[src/rtl/barrel_dmg_ctrl.sv]
// Barrel-vs-player collision detector with per-barrel edge hit pulses,
// and the lives / post-hit invulnerability / game-over state machine.
module barrel_dmg_ctrl #(
  parameter int unsigned BARRELS       = 5,
  parameter int unsigned XW            = 11,
  parameter int unsigned YW            = 11,
  parameter int unsigned BARREL_W      = 24,
  parameter int unsigned PLAYER_W      = 40,
  parameter int unsigned Y_OFFSET      = 64,
  parameter int unsigned Y_TOL         = 0,
  parameter int unsigned LIVES         = 3,
  parameter int unsigned INVULN_FRAMES = 60
) (
  input  logic                        clk,
  input  logic                        rst,
  input  logic                        frame_tick,
  input  logic                        game_restart,
  input  logic [BARRELS-1:0]          barrel,
  input  logic [XW-1:0]               xpos_player,
  input  logic [YW-1:0]               ypos_player,
  input  logic [BARRELS-1:0][XW-1:0]  xpos,
  input  logic [BARRELS-1:0][YW-1:0]  ypos,
  output logic [BARRELS-1:0]          hit,
  output logic                        dmg,
  output logic [3:0]                  lives,
  output logic                        invuln,
  output logic                        game_over
);

  localparam int unsigned CW = $clog2(INVULN_FRAMES + 1);
  localparam logic [XW:0] BW_EXT = (XW + 1)'(BARREL_W);
  localparam logic [XW:0] PW_EXT = (XW + 1)'(PLAYER_W);
  localparam logic [YW:0] YOFF_EXT = (YW + 1)'(Y_OFFSET);
  localparam logic [YW:0] YTOL_EXT = (YW + 1)'(Y_TOL);
  localparam logic [3:0] LIVES_INIT = 4'(LIVES);
  localparam logic [CW-1:0] CNT_INIT = CW'(INVULN_FRAMES);
  localparam logic [CW-1:0] CNT_ONE = CW'(1);

  typedef enum logic [1:0] {ALIVE, INVULN, DEAD} state_t;

  state_t             state_q, state_d;
  logic [BARRELS-1:0] ov, ov_q, ov_d, hit_q, hit_d;
  logic [3:0]         lives_q, lives_d;
  logic [CW-1:0]      cnt_q, cnt_d;
  logic               dmg_q, dmg_d, invuln_q, invuln_d, game_over_q, game_over_d;
  logic               new_hit;

  // One extra bit keeps the sums from wrapping at the right/bottom screen edge.
  function automatic logic strike(input logic [XW-1:0] bx, input logic [YW-1:0] by,
                                  input logic [XW-1:0] px, input logic [YW-1:0] py);
    logic [XW:0] bx_e, px_e;
    logic [YW:0] by_e, py_e, dy;
    bx_e = {1'b0, bx};
    px_e = {1'b0, px};
    by_e = {1'b0, by} + YOFF_EXT;
    py_e = {1'b0, py};
    dy = (by_e >= py_e) ? (by_e - py_e) : (py_e - by_e);
    return (bx_e + BW_EXT >= px_e) && (bx_e <= px_e + PW_EXT) && (dy <= YTOL_EXT);
  endfunction

  always_comb begin
    ov = '0;
    for (int i = 0; i < BARRELS; i++) begin
      ov[i] = barrel[i] & strike(xpos[i], ypos[i], xpos_player, ypos_player);
    end
  end

  assign new_hit = |(ov & ~ov_q);

  always_comb begin
    state_d = state_q;
    lives_d = lives_q;
    cnt_d   = cnt_q;
    dmg_d   = 1'b0;
    ov_d    = ov;
    hit_d   = ov & ~ov_q;
    if (game_restart) begin
      state_d = ALIVE;
      lives_d = LIVES_INIT;
      cnt_d   = '0;
      ov_d    = '0;
    end else begin
      case (state_q)
        ALIVE: begin
          if (new_hit) begin
            dmg_d   = 1'b1;
            lives_d = lives_q - 4'd1;
            if (lives_q == 4'd1) begin
              state_d = DEAD;
              cnt_d   = '0;
            end else begin
              state_d = INVULN;
              cnt_d   = CNT_INIT;
            end
          end
        end
        INVULN: begin
          // Strikes during invulnerability still pulse hit but never cost a life.
          if (frame_tick) begin
            if (cnt_q <= CNT_ONE) begin
              state_d = ALIVE;
              cnt_d   = '0;
            end else begin
              cnt_d = cnt_q - CNT_ONE;
            end
          end
        end
        DEAD: begin
          lives_d = 4'd0;
        end
        default: begin
          state_d = ALIVE;
        end
      endcase
    end
    invuln_d    = (state_d == INVULN);
    game_over_d = (state_d == DEAD);
  end

  always_ff @(posedge clk) begin
    if (rst) begin
      state_q     <= ALIVE;
      lives_q     <= LIVES_INIT;
      cnt_q       <= '0;
      ov_q        <= '0;
      hit_q       <= '0;
      dmg_q       <= 1'b0;
      invuln_q    <= 1'b0;
      game_over_q <= 1'b0;
    end else begin
      state_q     <= state_d;
      lives_q     <= lives_d;
      cnt_q       <= cnt_d;
      ov_q        <= ov_d;
      hit_q       <= hit_d;
      dmg_q       <= dmg_d;
      invuln_q    <= invuln_d;
      game_over_q <= game_over_d;
    end
  end

  assign hit       = hit_q;
  assign dmg       = dmg_q;
  assign lives     = lives_q;
  assign invuln    = invuln_q;
  assign game_over = game_over_q;

endmodule

[config.mk]
export PLATFORM = sky130hd
export DESIGN_NAME = barrel_dmg_ctrl
export DESIGN_NICKNAME = d
export VERILOG_FILES = /design/src/rtl/barrel_dmg_ctrl.sv
export SDC_FILE = /design/constraint.sdc
export NUM_CORES = 1
export LEC_CHECK = 0
export ABC_AREA = 1
export BUFFER_PORTS_ARGS = -buffer_cell sky130_fd_sc_hd__buf_2
export CAP_MARGIN = 10
export CORE_UTILIZATION = 40
export DETAILED_ROUTE_END_ITERATION = 12
export GPL_ROUTABILITY_DRIVEN = 0
export SETUP_SLACK_MARGIN = 0.15
export SKIP_LAST_GASP = 1
export SYNTH_ARGS = -nofsm -noshare
export SYNTH_HDL_FRONTEND = slang
export SYNTH_SLANG_ARGS = --single-unit
[constraint.sdc]
create_clock -name clk -period 3.15 [get_ports clk]
set_input_delay 0.63 -clock clk [delete_from_list [all_inputs] [get_ports clk]]
set_output_delay 0.63 -clock clk [all_outputs]
set_load 0.02 [all_outputs]
==> results.py <==
metrics = {
    "floorplanning": {
        "rows": 62,
        "die_h_microns": 174,
        "ioPinCount": 153,
        "core-area_sq_um": 28900,
        "initial_core_util_pct": 40.9,
        "die_x_microns": 174,
        "dieArea_sq_um": 30200,
    },
    "layout": {
        "drive_above_1_share_pct": 29.5,
        "final_cell_mix": "692 x nand2_1, 373 x inv_1, 346 x buf_4",
        "fillers": 2859,
        "final_cells": 3039,
        "final_nets": 3017,
        "final_common_cell": "nand2_1",
        "n_antenna_cell": 0,
        "synthToLayoutAreaGrowth_pct": 45.2,
    },
    "clock_network": {
        "clock_latency_ps": 270,
        "clk_path_buf_depth": 2,
        "numCtsBuffers": 3,
        "cts_htree_levels": 1,
        "cts.clk_slew.worst_paths_ps": 70,
        "clock-sinks": 25,
        "cts_tree": "done",
        "cts_root_buffer": "clkbuf_16",
        "ctsHoldBuffers": 0,
    },
    "drt": {
        "totalWireLength_microns": 41900,
        "routed_via_density": 4.90,
        "avgRoutedWirePerCell_microns": 13.8,
        "first_pass_iters": 7,
        "antenna_left": 0,
        "drt_iter0_drc": 1033,
        "drc_errors": 0,
        "vias": 14900,
    },
    "place": {
        "dp_hpwl_microns": 34900,
        "place_ws_ps": -597,
        "port_buffers": 152,
        "place_inst": 3003,
    },
    "sta": {
        "finalClockSkew_ps": 2.22,
        "fin_setup_tns_ps": -14.7,
        "setup_viol": 2,
        "tightest_slew_ps": 640,
        "drv_slew": 0,
        "max_freq_mhz": 316,
        "hold_viol": 0,
        "setup_ws_ps": -12.3,
        "maxSlewHeadroom_pct": 57.3,
        "final.min_clock_period_ps": 3160,
        "finalCritPeriodShare_pct": 100,
        "rsz0062_at_grt": "yes",
    },
    "grt": {
        "grt_pass1_wl_microns": 66000,
        "antenna_found_initial": 0,
        "grt-ovfl-total": 0,
        "grt_usage_pct": 26.6,
        "grt_pass1_vias": 13800,
        "grt_start_max_net_pins": 16,
    },
    "logic_synthesis": {
        "ys_ff_latch": 25,
        "synth_area_leaders": "nand2_1 24%, ha_1 23%, inv_1 13%, nand3_1 7.9%, nor2_1 5.7%",
        "synth.cell_area_sq_um": 11800,
        "synthCells": 2157,
        "syn-num-nets": 2518,
        "synth_top_area_cell": "nand2_1",
        "synth.distinct_cells": 47,
        "syn_area_per_cell_sq_um": 5.47,
        "ys_warn_count": 0,
        "synth.top_cell.area_share_pct": 23.9,
        "synth_seq_area_share_pct": 4.24,
    },
    "power": {
        "ir_worst_vdd_v": 0.000178,
        "cellPowerDensity_nw_per_um2": 230,
        "cellLeakagePower_nw": 10.0,
    },
    "setup_path": {
        "cp_data_required_time_ps": 3320,
        "crit_path_end_kind": "register",
        "critPathArrivalTime_ps": 3330,
        "worstSetupPathType": "input pin to register",
        "crit_fanout": 8,
        "startpoint_type": "input pin",
    },
    "run": {
        "maxCapViolCount": 0,
    },
    "worst_hold_path": {
        "hold_path.class": "register to register",
    },
    "outcome": {
        "violations": "negative setup slack",
        "status": "finished with violations",
    },
}
## critical path, stage by stage
cell and delay, ps:
buf_4 120, inv_2 60, o21ai_4 160, nand3_2 120, nor3_2 200, xor2_1 220, buf_4 210, ha_4 210
nand3b_1 130, nor2_1 60, nor2_1 130, nand2_2 90, nand2_1 70, nand3_1 60, nor2_1 80, nand3_1 120
nand2_2 110, nor2_4 50, nand2_4 130, nand2_8 90, nand2_8 110, nand2_1 60, nand2_1 50, nor2_1 40
## report_power, final
part | internal (mW) | total (mW) | switching, mW
clock | 0.173 | 0.310 | 0.136
sequential | 0.316 | 0.317 | 0.000534
combinational | 1.48 | 3.32 | 1.84
## synthesized netlist by cell type, drive strengths merged
cell type,number
ha,220
or2,6
nor4,1
nor3,12
a21oi,108
nand2,766
clkinv,1
dfxtp,25
o2111ai,2
nand4,50
nand3,193
a21o,14
a2111o,2
o21bai,10
nand3b,10
a21boi,3
clkbuf,2
nor3b,2
inv,408
xor2,54
a31oi,2
buf,16
o21ai,26
nor2,192
o22ai,1
xnor2,16
o21a,4
a221oi,1
and3,6
o211ai,4
## flip-flops by register name, summed over array words and instances, names as in the netlist
register   flops
ov_q           5
invuln         1
dmg            1
state_q        2
hit            5
game_over      1
cnt_q          6
lives          4
## final cells by class
class,count,area (sq um),area share (%)
Multi-Input combinational cell,1706,10900,63.4
Timing Repair Buffer,511,3660,21.4
Inverter,409,1550,9.06
Sequential cell,25,500,2.92
Tap cell,384,480,2.81
Clock buffer,3,75.1,0.438
Clock inverter,1,7.51,0.0438
## metal layers
| layer | share of wire (%) | GRT usage, % |
|---|---|---|
| met5 | 0 | 0 |
| met1 | 47 | 36.2 |
| met4 | 1.8 | 4.79 |
| met3 | 5.3 | 2.17 |
| met2 | 46 | 46.0 |
## cell families (layout without fill, tap and decap cells)
logic type / count (synthesis) / after routing / share of synthesized area [%]
xor+xnor: 70 / 70 / 5.20
fa+ha+maj: 220 / 220 / 23.3
simple gates: 1238 / 1239 / 44.7
compound gates: 177 / 177 / 8.58
flops: 25 / 25 / 4.24
buf+inv: 427 / 924 / 14.0
## stage by stage
step                      hold WS [ps]  utilization, %  power (mW)  cell area (sq um)
after floorplan                    398               -        2.05              11900
final                              424            59.4        3.94              17100
after CTS                          425            56.3        3.68              16200
after global routing               451            59.4        4.34              17100
after global placement             404            54.0        3.18              15600
after detailed placement           412            54.0        3.22              15600
## path summary, 6_finish.rpt
check / start / slack, ps / end / cells after the start
worst min register to register: ov_q[3] / 420 / hit[3] / 1
worst min-delay path: ov_q[3] / 420 / hit[3] / 1
worst max register to register: cnt_q[0] / 1530 / cnt_q[1] / 8
worst max-delay path: xpos_player[3] / -10 / cnt_q[4] / 24
## timing repair
item	CTS	global route
pin swaps	67	89
resized for setup	106	189
gates cloned	1	0
buffers inserted	18	13
setup endpoints to repair	20	23
Power figures use the tool's default switching activity.
